File: config.mk
export PLATFORM = sky130hd
export DESIGN_NAME = wave_meter
export DESIGN_NICKNAME = d
export VERILOG_FILES = /design/src/rtl/wave_meter_pkg.sv /design/src/rtl/wave_meter_sync_edge.sv /design/src/rtl/wave_meter.sv
export SDC_FILE = /design/constraint.sdc
export NUM_CORES = 1
export LEC_CHECK = 0
export CORE_MARGIN = 2
export CORE_UTILIZATION = 45
export CTS_BUF_LIST = sky130_fd_sc_hd__clkbuf_4 sky130_fd_sc_hd__clkbuf_8
export DETAILED_ROUTE_END_ITERATION = 16
export PLACE_DENSITY = 0.75
export SLEW_MARGIN = 10
export SYNTH_ARGS = -nofsm -noshare
export SYNTH_HDL_FRONTEND = slang
export SYNTH_SLANG_ARGS = --single-unit
File: constraint.sdc
create_clock -name clk_clk -period 2.25 [get_ports clk_clk]
set_input_delay 0.3375 -clock clk_clk [delete_from_list [all_inputs] [get_ports clk_clk]]
set_output_delay 0.3375 -clock clk_clk [all_outputs]
set_load 0.02 [all_outputs]
File: src/rtl/wave_meter_pkg.sv
// Shared definitions for the wave_meter square-wave period/duty meter.
package wave_meter_pkg;

  // Measurement FSM states
  typedef enum logic [1:0] {
    IDLE    = 2'd0,
    ARM     = 2'd1,
    HIGH_PH = 2'd2,
    LOW_PH  = 2'd3
  } state_t;

  // Avalon-MM word addresses
  localparam logic [1:0] ADDR_CTRL   = 2'd0;
  localparam logic [1:0] ADDR_STATUS = 2'd1;
  localparam logic [1:0] ADDR_PERIOD = 2'd2;
  localparam logic [1:0] ADDR_HIGH   = 2'd3;

  // CTRL bit positions
  localparam int CTRL_ENABLE = 0;
  localparam int CTRL_CLEAR  = 1;

  // STATUS bit positions
  localparam int STAT_VALID   = 0;
  localparam int STAT_TIMEOUT = 1;
  localparam int STAT_OVERRUN = 2;

endpackage

File: src/rtl/wave_meter_sync_edge.sv
// Two-flop synchronizer followed by an edge-detect register.
// rise/fall are one-cycle pulses derived from the synchronized level.
module sync_edge (
  input  logic clk,
  input  logic srst,
  input  logic din,
  output logic rise,
  output logic fall
);

  logic meta_reg;
  logic sync_reg;
  logic prev_reg;

  // Synchronizer chain plus one delayed copy for edge detection
  always_ff @(posedge clk) begin
    if (srst) begin
      meta_reg <= 1'b0;
      sync_reg <= 1'b0;
      prev_reg <= 1'b0;
    end else begin
      meta_reg <= din;
      sync_reg <= meta_reg;
      prev_reg <= sync_reg;
    end
  end

  assign rise = sync_reg & ~prev_reg;
  assign fall = ~sync_reg & prev_reg;

endmodule

File: src/rtl/wave_meter.sv
// Avalon-MM slave that measures period and high time of an external
// square wave in clock cycles. Firmware reads PERIOD then HIGH.
module wave_meter
  import wave_meter_pkg::*;
#(
  parameter int CNT_W   = 32,
  parameter int TIMEOUT = 50_000_000
) (
  input  logic        clk_clk,
  input  logic        reset_reset,
  input  logic        in_wave_in_wave,
  input  logic [1:0]  avs_address,
  input  logic        avs_read,
  input  logic        avs_write,
  input  logic [31:0] avs_writedata,
  output logic [31:0] avs_readdata
);

  localparam logic [CNT_W-1:0] CNT_MAX   = '1;
  localparam logic [CNT_W-1:0] CNT_ONE   = CNT_W'(1);
  localparam logic [CNT_W-1:0] TIMEOUT_C = CNT_W'(TIMEOUT);

  // Saturating increment: counters stick at all-ones instead of wrapping
  function automatic logic [CNT_W-1:0] sat_inc(input logic [CNT_W-1:0] v);
    return (v == CNT_MAX) ? v : v + CNT_ONE;
  endfunction

  logic             rise;
  logic             fall;
  state_t           state_reg;
  logic [CNT_W-1:0] per_cnt_reg;
  logic [CNT_W-1:0] hi_cnt_reg;
  logic [CNT_W-1:0] period_reg;
  logic [CNT_W-1:0] high_reg;
  logic             valid_reg;
  logic             timeout_reg;
  logic             overrun_reg;
  logic             enable_reg;
  logic [31:0]      status_word;

  logic wr_ctrl;
  logic clear;
  logic rd_high;
  logic unused_wdata;

  assign wr_ctrl      = avs_write && (avs_address == ADDR_CTRL);
  assign clear        = wr_ctrl && avs_writedata[CTRL_CLEAR];
  assign rd_high      = avs_read && (avs_address == ADDR_HIGH);
  assign unused_wdata = ^avs_writedata[31:2];

  sync_edge u_sync (
    .clk  (clk_clk),
    .srst (reset_reset),
    .din  (in_wave_in_wave),
    .rise (rise),
    .fall (fall)
  );

  // Measurement FSM, counters, result registers and status flags
  always_ff @(posedge clk_clk) begin
    if (reset_reset) begin
      state_reg   <= IDLE;
      per_cnt_reg <= '0;
      hi_cnt_reg  <= '0;
      period_reg  <= '0;
      high_reg    <= '0;
      valid_reg   <= 1'b0;
      timeout_reg <= 1'b0;
      overrun_reg <= 1'b0;
    end else if (clear) begin
      // clear beats any latch or timeout happening in the same cycle
      state_reg   <= ARM;
      per_cnt_reg <= '0;
      hi_cnt_reg  <= '0;
      period_reg  <= '0;
      high_reg    <= '0;
      valid_reg   <= 1'b0;
      timeout_reg <= 1'b0;
      overrun_reg <= 1'b0;
    end else if (!enable_reg) begin
      // partial measurement is dropped, results are kept
      state_reg   <= IDLE;
      per_cnt_reg <= '0;
      hi_cnt_reg  <= '0;
      if (rd_high) valid_reg <= 1'b0;
    end else begin
      // a latch later in this branch overrides the read-clear of valid
      if (rd_high) valid_reg <= 1'b0;
      case (state_reg)
        IDLE: begin
          state_reg   <= ARM;
          per_cnt_reg <= '0;
          hi_cnt_reg  <= '0;
        end
        ARM: begin
          per_cnt_reg <= '0;
          hi_cnt_reg  <= '0;
          if (rise) begin
            state_reg   <= HIGH_PH;
            per_cnt_reg <= CNT_ONE;
            hi_cnt_reg  <= CNT_ONE;
          end
        end
        HIGH_PH: begin
          if (per_cnt_reg == TIMEOUT_C) begin
            timeout_reg <= 1'b1;
            state_reg   <= ARM;
            per_cnt_reg <= '0;
            hi_cnt_reg  <= '0;
          end else begin
            per_cnt_reg <= sat_inc(per_cnt_reg);
            if (fall) state_reg  <= LOW_PH;
            else      hi_cnt_reg <= sat_inc(hi_cnt_reg);
          end
        end
        LOW_PH: begin
          if (per_cnt_reg == TIMEOUT_C) begin
            timeout_reg <= 1'b1;
            state_reg   <= ARM;
            per_cnt_reg <= '0;
            hi_cnt_reg  <= '0;
          end else if (rise) begin
            period_reg  <= per_cnt_reg;
            high_reg    <= hi_cnt_reg;
            valid_reg   <= 1'b1;
            // a HIGH read in this same cycle consumed the old result
            if (valid_reg && !rd_high) overrun_reg <= 1'b1;
            per_cnt_reg <= CNT_ONE;
            hi_cnt_reg  <= CNT_ONE;
            state_reg   <= HIGH_PH;
          end else begin
            per_cnt_reg <= sat_inc(per_cnt_reg);
          end
        end
        default: state_reg <= IDLE;
      endcase
    end
  end

  // STATUS word assembly
  always_comb begin
    status_word               = '0;
    status_word[STAT_VALID]   = valid_reg;
    status_word[STAT_TIMEOUT] = timeout_reg;
    status_word[STAT_OVERRUN] = overrun_reg;
  end

  // CTRL register and registered Avalon read mux
  always_ff @(posedge clk_clk) begin
    if (reset_reset) begin
      enable_reg   <= 1'b0;
      avs_readdata <= '0;
    end else begin
      if (wr_ctrl) enable_reg <= avs_writedata[CTRL_ENABLE];
      if (avs_read) begin
        case (avs_address)
          ADDR_CTRL:   avs_readdata <= {31'b0, enable_reg};
          ADDR_STATUS: avs_readdata <= status_word;
          ADDR_PERIOD: avs_readdata <= 32'(period_reg);
          default:     avs_readdata <= 32'(high_reg);
        endcase
      end
    end
  end

endmodule

# == Yosys cells after proc, flatten, opt, wreduce, memory -nomap -nowiden ==
# Cells that the tools add are included.
# Widths: inputs -> output; s select.
# word_totals
register_bits,169
word_cells,75
# op_classes
addsub,2
n_eq_ne,14
muxes,25
bitwise_logic,6
n_reduce_logical,14
# op_table
op,count
$mux 32,9
$pmux 32 s4,2
$pmux 32 s3,1
$add 32x1->32 const B,2
$eq 32x32->1 const B,2
$eq 32x26->1 const B,1
$ne 3x3->1 const B,4
$eq 2x2->1 const B,4
$mux 1,8
$mux 2,4
$pmux 2 s4,1
$reduce_and 3->1,2
$ne 5x5->1 const B,1
$reduce_and 5->1,1
$eq 2x1->1 const B,2
$logic_and 1x1->1,4
$logic_not 2->1,2
$not 1->1,4
$reduce_and 4->1,1
$reduce_or 2->1,2
$reduce_or 3->1,1
$and 1x1->1,2
$logic_not 1->1,1

# == Longest topological paths before layout ==
# Gate-level depths: netlist (run 1).
# depth
depth_word,7
mapped_depth,10
mapped_depth_nobuf,8

# == Cells and area by module ==
# From an unflattened synthesis (run 1), not the netlist that was laid out.
# unflattened
hier_cells,872
area_unflattened_um2,7303.3
# modules_own_cells
module,instances,cells_each,area_per_inst_um2,seq_area_each_um2
wave_meter,1,864,7211.9,3323.2
sync_edge,1,8,91.3,60.1

# == Worst setup path after synthesis (run 1) ==
# OpenSTA, ideal clock, no wires.
# synth_path
kind,reg-to-reg
from,reg per_cnt_reg[0]
to,reg hi_cnt_reg[20]
setup_ns,0.070
t_arrival_ns,2.251
required_ns,2.180
slack_ns,-0.071
path_stages_with_launch,9
path_cell_list,dfxtp_1 > inv_1 > ha_1 > nor4bb_1 > nand4_1 > or4_4 > a31oi_4 > or4b_1 > a21oi_1
# synth_between
elab_chain_len,3
# synth_rtl
element,line_no,source
"start, declared",wave_meter.sv:31,logic [CNT_W-1:0] per_cnt_reg;
"start signal, assigned",wave_meter.sv:111,per_cnt_reg <= sat_inc(per_cnt_reg);
"start signal, assigned",wave_meter.sv:132,per_cnt_reg <= sat_inc(per_cnt_reg);
$eq 32x26->1 (*),"wave_meter.sv:105, wave_meter.sv:117",
$mux 32 (tied with other cells),wave_meter.sv:117,if (per_cnt_reg == TIMEOUT_C) begin
$pmux 32 s4 or $reduce_and 3->1 (tied branches),-,
"end signal, assigned",wave_meter.sv:113,else hi_cnt_reg <= sat_inc(hi_cnt_reg);
"end, declared",wave_meter.sv:32,logic [CNT_W-1:0] hi_cnt_reg;
# Mark *: on every way between the ends. The rest lies on a longest branch, timed or not.
# A chain may end at the register's enable or synchronous reset.

# == Final worst setup path (run 1) ==
# layout_path
from,reg per_cnt_reg[0]
to,reg high_reg[8]
# layout_between
elab_chain_len,3
# layout_rtl
element,line_no,source
$eq 32x26->1,wave_meter.sv:117,
$not 1->1 (no source line),-,
$reduce_and 4->1 (no source line),-,
"end signal, assigned",wave_meter.sv:124,high_reg <= hi_cnt_reg;
"end, declared",wave_meter.sv:34,logic [CNT_W-1:0] high_reg;
# No other way between the ends.

==> results.md, run 1 <==
- Final routed DRC violation total: 0
- Cell total after placement: 1231
- Count of routing violations after the opening detailed-route iteration: 674
- GRT overflow: 0
- CTS max path bufs: 2
- Finished Layout Cells: 1280
- Setup repair after global routing missed its margin: yes
- Transition time at the pin with the least slew margin: 0.558 ns
- Portion of the post-synthesis area used by sequential elements: 0.453
- Unique masters post-synth: 53
- Most frequently used flop master after synthesis: sky130_fd_sc_hd__dfxtp_1
- Synth top area share: 0.453
- Cell types with the largest area share after synthesis: sky130_fd_sc_hd__dfxtp_1 45%, sky130_fd_sc_hd__nand2_1 8.5%, sky130_fd_sc_hd__a21oi_1 8.4%
- Number of sinks on the clock net: 169
- Tot GR Track Use: 0.247
- Clock Latency Late Sink: 0.46 ns
- Post-layout net count: 1093
- Via count of the first global-routing pass: 6833
- Site Rows: 47
- Post-route setup slack: -0.149 ns
- Layout Utilization: 0.628
- Detailed-route wire length per cell: 19.0 um
- Wire length of the first global-routing pass: 34.5 mm
- Floorplan Core Area: 16400 um^2
- Die height: 133 um
- Number of cells traversed by the worst hold path: 2
- Count of vias placed by the detailed router: 7470
- Number of placed I/O pins: 71
- Routed Wire Length: 24.3 mm
- H-tree Lvls: 4
- Count of flip-flops with a built-in enable after synthesis: 0
- Max-cap violation count: 0
- Share of final-layout standard cells stronger than drive strength 1: 0.334
- Hold_ws: 0.449 ns
- Outcome: finished, violations left
- Failing checks: negative setup slack
- Detailed placer's ending HPWL: 15.3 mm
- Worst Path Required: 2.64 ns
- Number of warning messages in the yosys log: 0
- Antenna violations before repair: 0
- Crit. End Element: flip-flop
- Max Clk Rate: 417 MHz
- Total die area: 17700 um^2
- TritonCTS clock tree: yes
- Data arrival, critical path: 2.79 ns
- Pre-CTS setup slack: -0.194 ns
- Synth Register Bits: 169
- Period Utilization, post-route: 1.07
- Number of inserted diodes: 0
- Clk slew on worst S/H paths: 0.09 ns
- Hold Fails Final Rpt: 0
- Final TNS setup: -4.53 ns
- Kind of start point of the critical path: flip-flop
- Hold-fix buffers, CTS: 0
- Total setup violations reported at the end of the flow: 62
- Cells after Synth: 908
- Worst clock skew: 0.0104 ns
- Final critical-path required period: 2.40 ns
- Largest net degree at the start of global routing: 51
- R2r worst-path depth: 11
- Mean post-synth cell area: 8.23 um^2
- Via density per instance: 5.84
- Max VDD drop: 399 uV
- Most area-hungry cell type in the Yosys netlist: sky130_fd_sc_hd__dfxtp_1
- Horizontal extent of the die: 133 um
- I/O Buffers: 40
- Hold Path Class: in2reg
- Power per standard cell area: 502 nW/um^2
- Max Fanout on Critical Path: 10
- DR pass1 iterations: 7
- Post-synthesis cell area: 7470 um^2
- Placer Congestion: 0.946
- Static leakage power: 3.47 nW
- Max_slew headroom: 0.627
- Area growth, synth to finish: 37.9%
- Nets in the synthesized netlist: 950
- Clk root buf: sky130_fd_sc_hd__clkbuf_8
- Initial core utilization: 0.456
- Post-synthesis async set-or-reset flop share: 0
- Final count of pins violating max slew: 0
- Worst setup path class: reg2reg
- Total clock buffers created by CTS: 17
- Antenna Violating Nets Remaining: 0
[where the power goes]
group          leakage [nW]  switching [W]  total (W)  internal [W]
Clock                 0.180        0.00109    0.00202      0.000934
Combinational          1.92       0.000105   0.000161     0.0000554
Sequential             1.36     0.00000360    0.00300       0.00299
[final cells by class]
type	count	area, um^2
Sequential cell	169	3390
Inverter	10	37.5
Clock inverter	7	73.8
Multi-Input combinational cell	677	4520
Timing Repair Buffer	176	1730
Clock buffer	21	277
Tap cell	220	275
Fill cell	1232	6100
[stage by stage]
stage | instance area, um^2 | total power [W]
finish | 10300 | 0.00518
global route | 10300 | 0.00531
CTS | 9450 | 0.00517
detailed placement | 8910 | 0.00321
global placement | 8910 | 0.00321
floorplan | 7470 | 0.00315
[repair_timing]
item | CTS | global route
buffers inserted | 3 | 6
cloned | 2 | 10
resized for setup | 24 | 169
pin swaps | 27 | 92
setup endpoints to repair | 119 | 115
[critical path, stage by stage (launching register included)]
cell and delay, ns:
sky130_fd_sc_hd__dfxtp_2 0.33, sky130_fd_sc_hd__inv_2 0.09, sky130_fd_sc_hd__ha_4 0.13, sky130_fd_sc_hd__nor4bb_4 0.19, sky130_fd_sc_hd__nand4_1 0.20, sky130_fd_sc_hd__o41ai_4 0.39, sky130_fd_sc_hd__buf_4 0.20, sky130_fd_sc_hd__buf_6 0.12
sky130_fd_sc_hd__or2_4 0.25, sky130_fd_sc_hd__clkbuf_16 0.20, sky130_fd_sc_hd__nand2_1 0.05, sky130_fd_sc_hd__a21oi_1 0.17
[final timing paths]
path / startpoint / end / slack [ns]
min reg2reg: period_reg[31] / period_reg[31] / 0.46
max reg2reg: per_cnt_reg[0] / high_reg[8] / -0.15
min: in_wave_in_wave / u_sync.meta_reg / 0.45
max: per_cnt_reg[0] / high_reg[8] / -0.15
[layer usage]
metal	vias to the layer above	track usage	part of all wire
met5	-	0	0
met4	0	0.110	0.033
met3	66	0.0517	0.072
met2	337	0.404	0.49
met1	3604	0.315	0.41
li1	3463	-	-
[cell families (layout without fill, tap and decap cells)]
family / Yosys count / count (layout) / share of synthesized area
AO/OA/AOI/OAI: 178 / 178 / 0.138
buffers and inverters: 64 / 214 / 0.0343
XOR/XNOR: 27 / 27 / 0.0316
adder cells (fa/ha/maj): 3 / 3 / 0.00502
AND/OR/NAND/NOR: 432 / 434 / 0.286
multiplexers: 35 / 35 / 0.0522
flip-flops: 169 / 169 / 0.453
[synth_stat cells (12+ instances only)]
cell,n
sky130_fd_sc_hd__dfxtp_1,169
sky130_fd_sc_hd__a21oi_1,125
sky130_fd_sc_hd__nand3_1,27
sky130_fd_sc_hd__clkbuf_1,40
sky130_fd_sc_hd__o21ai_0,14
sky130_fd_sc_hd__nand4_1,21
sky130_fd_sc_hd__or3_1,12
sky130_fd_sc_hd__nor2_1,80
sky130_fd_sc_hd__or4_1,15
sky130_fd_sc_hd__nor2b_1,34
sky130_fd_sc_hd__mux2_2,32
sky130_fd_sc_hd__buf_2,13
sky130_fd_sc_hd__nand2_1,170
sky130_fd_sc_hd__xnor2_1,17
sky130_fd_sc_hd__nor3_1,16
[cells in the final DEF (no fill, tap or decap), types with 5 or more instances in the layout]
cell type	netlist	layout
sky130_fd_sc_hd__clkbuf_16	0	6
sky130_fd_sc_hd__or3_1	12	9
sky130_fd_sc_hd__or4_1	15	10
sky130_fd_sc_hd__a21oi_2	0	54
sky130_fd_sc_hd__nand2_1	170	113
sky130_fd_sc_hd__nand4_1	21	21
sky130_fd_sc_hd__nand3_1	27	27
sky130_fd_sc_hd__o31ai_1	10	10
sky130_fd_sc_hd__and4_1	9	9
sky130_fd_sc_hd__clkbuf_8	0	19
sky130_fd_sc_hd__xnor2_1	17	16
sky130_fd_sc_hd__dfxtp_1	169	165
sky130_fd_sc_hd__o21ai_0	14	14
sky130_fd_sc_hd__nor3_1	16	14
sky130_fd_sc_hd__clkdlybuf4s50_1	0	40
sky130_fd_sc_hd__nand2_4	0	25
sky130_fd_sc_hd__and3_1	6	6
sky130_fd_sc_hd__o211ai_1	6	6
sky130_fd_sc_hd__buf_4	0	108
sky130_fd_sc_hd__nand2b_1	6	5
sky130_fd_sc_hd__nor4_1	10	8
sky130_fd_sc_hd__nor2b_1	34	34
sky130_fd_sc_hd__xor2_1	10	10
sky130_fd_sc_hd__or4_4	1	6
sky130_fd_sc_hd__nand2_2	0	32
sky130_fd_sc_hd__a21oi_1	125	71
sky130_fd_sc_hd__inv_1	10	8
sky130_fd_sc_hd__mux2_2	32	32
sky130_fd_sc_hd__buf_6	0	9
sky130_fd_sc_hd__nor2_1	80	78
sky130_fd_sc_hd__buf_12	0	8
(Power assumes the default switching activity.)
==> inputs of run 2 (changes only) <==
--- a/config.mk
+++ b/config.mk
@@ -9,7 +9,7 @@
 export CORE_UTILIZATION = 45
 export CTS_BUF_LIST = sky130_fd_sc_hd__clkbuf_4 sky130_fd_sc_hd__clkbuf_8
 export DETAILED_ROUTE_END_ITERATION = 16
-export PLACE_DENSITY = 0.75
+export PLACE_DENSITY = 0.72
 export SLEW_MARGIN = 10
 export SYNTH_ARGS = -nofsm -noshare
 export SYNTH_HDL_FRONTEND = slang
==> constraint.sdc (replaced) <==
create_clock -name clk_clk -period 2.49 [get_ports clk_clk]
set_input_delay 0.3735 -clock clk_clk [delete_from_list [all_inputs] [get_ports clk_clk]]
set_output_delay 0.3735 -clock clk_clk [all_outputs]
set_load 0.02 [all_outputs]
==> run 2 against run 1 <==
The run now ends clean. Utilization decreased by 8.3 points. First-iteration DRC count decreased by 2.1%. Fmax increased by 0.53%. Register-to-register slack improved by 0.25 ns. Flip-flop and latch count unchanged. Final cell count decreased by 4.8%. Total power decreased by 11%. Wire length decreased by 18%. Setup slack improved by 0.25 ns. Sequential power decreased by 9.7%. Largest cell class unchanged. Largest power group unchanged.
==> results.md, run 2 (synthesis gave the netlist of run 1 again) <==
- Antenna Violating Nets Remaining: 0
- Kind of start point of the critical path: flip-flop
- Max Fanout on Critical Path: 44
- Detailed placer's ending HPWL: 14.3 mm
- CTS max path bufs: 2
- Total die area: 17700 um^2
- Initial core utilization: 0.456
- Number of placed I/O pins: 71
- Portion of total power attributed to combinational logic: 0.027
- Leading cell type in the layout, fill and taps excluded: sky130_fd_sc_hd__nand2_1
- Final routed DRC violation total: 0
- Setup repair after global routing missed its margin: no
- Total chip power: 0.00463 W
- Worst hold path endpoint: high_reg[12]
- Clock Latency Late Sink: 0.47 ns
- Finished Layout Cells: 1219
- Startpoint of the most critical register-to-register path: per_cnt_reg[12]
- Proportion of power drawn by the clock network: 0.387
- Hold-fix buffers, CTS: 0
- Launching element of the worst setup path: per_cnt_reg[12]
- I/O Buffers: 40
- Commonest non-fill, non-tap cells in the layout: 170 x sky130_fd_sc_hd__nand2_1, 169 x sky130_fd_sc_hd__dfxtp_1, 124 x sky130_fd_sc_hd__a21oi_1
- Clk slew on worst S/H paths: 0.09 ns
- Fill cell total of the finished layout: 1517
- Max VDD drop: 457 uV
- Cell total after placement: 1187
- Register-to-register setup slack: 0.10 ns
- Worst clock skew: 0.0144 ns
- Internal power summed over all cells: 0.00350 W
- Static leakage power: 2.93 nW
- Total clock buffers created by CTS: 17
- Routed Wire Length: 20.0 mm
- Count of vias placed by the detailed router: 6706
- Floorplan Core Area: 16400 um^2
- Antenna violations before repair: 0
- Post-layout net count: 1028
- Tot GR Track Use: 0.232
- Outcome: complete, no violations
- Horizontal extent of the die: 133 um
- Area of the multi-input gates: 3870 um^2
- FF-to-FF End: hi_cnt_reg[30]
- Post-route setup slack: 0.104 ns
- Site Rows: 47
- Beginning of the worst hold path: high_reg[12]
- Net Switching: 0.00113 W
- Fraction of power consumed by sequential logic: 0.586
- DR pass1 iterations: 7
- Placer Congestion: 0.917
- Register area: 3380 um^2
- Max_slew headroom: 0.529
- Die height: 133 um
- Crit. End Element: flip-flop
- Power per standard cell area: 518 nW/um^2
- Largest net degree at the start of global routing: 59
- Transition time at the pin with the least slew margin: 0.705 ns
- Max-cap violation count: 0
- Wire length of the first global-routing pass: 32.6 mm
- Data arrival, critical path: 2.79 ns
- Number of inserted diodes: 0
- R2r worst-path depth: 7
- Share of final-layout standard cells stronger than drive strength 1: 0.153
- Via density per instance: 5.50
- Period Utilization, post-route: 0.958
- Layout Utilization: 0.545
- Fraction of power spent switching nets: 0.244
- Clk root buf: sky130_fd_sc_hd__clkbuf_8
- Pre-CTS setup slack: 0.0487 ns
- Via count of the first global-routing pass: 6250
- Max Clk Rate: 419 MHz
- Count of routing violations after the opening detailed-route iteration: 660
- Total setup violations reported at the end of the flow: 0
- Number of cells traversed by the worst hold path: 2
- Final count of pins violating max slew: 0
- Hold Path Class: reg2reg
- Hold Fails Final Rpt: 0
- Worst setup path class: reg2reg
- H-tree Lvls: 4
- Area growth, synth to finish: 19.6%
- Final TNS setup: 0 ns
- TritonCTS clock tree: yes
- Detailed-route wire length per cell: 16.4 um
- Worst Path Required: 2.89 ns
- Number of sinks on the clock net: 169
- GRT overflow: 0
- Final critical-path required period: 2.39 ns
==> run 2: worst max-delay path, stage by stage, from the launching register on <==
cell	delay, ns
sky130_fd_sc_hd__dfxtp_1	0.33
sky130_fd_sc_hd__nand4_1	0.24
sky130_fd_sc_hd__or2_4	0.34
sky130_fd_sc_hd__o41ai_4	0.43
sky130_fd_sc_hd__a21oi_2	0.08
sky130_fd_sc_hd__buf_12	0.19
sky130_fd_sc_hd__or4_1	0.52
sky130_fd_sc_hd__a21oi_1	0.17
==> run 2: metal layers <==
layer	GRT usage	wire length (um)	vias up	share of wire
met5	0	0	-	0
met4	0.0663	289	0	0.014
met1	0.319	9250	3169	0.46
li1	-	-	3323	-
met2	0.373	9390	192	0.47
met3	0.0456	1030	22	0.052
==> run 2: power by group through the flow <==
stage          logic (W)  clock network, W  registers (W)
3_3_place_gp    0.000123                 0        0.00277
6_report        0.000125           0.00179        0.00271
3_5_place_dp    0.000123                 0        0.00277
2_1_floorplan  0.0000711                 0        0.00278
5_1_grt         0.000135           0.00194        0.00271
4_1_cts         0.000123           0.00184        0.00271
==> run 2: layout make-up <==
type / instances / share of cell area
well taps: 220 / 0.0308
flip-flops and latches: 169 / 0.378
clock inverters: 12 / 0.0104
inverters: 10 / 0.00420
multi-input cells: 675 / 0.432
clock buffers: 20 / 0.0294
repair buffers: 113 / 0.114
==> run 2: per-stage QoR <==
step           hold WS [ns]  area (um^2)
2_1_floorplan         0.414         7470
3_3_place_gp          0.427         8570
3_5_place_dp          0.443         8570
4_1_cts               0.441         8920
5_1_grt               0.469         8940
6_report              0.455         8940
==> run 2: worst max path at each step <==
stage	slack [ns]	endpoint
floorplan	0.17	hi_cnt_reg[20]
finish	0.10	hi_cnt_reg[30]
global placement	0.08	hi_cnt_reg[20]
global route	0.02	hi_cnt_reg[30]
CTS	0.02	hi_cnt_reg[30]
detailed placement	0.05	hi_cnt_reg[30]
==> run 2: timing repair <==
item | CTS | global route
resized for setup | 0 | 3
buffers inserted | 0 | 0
setup endpoints to repair | 0 | 87
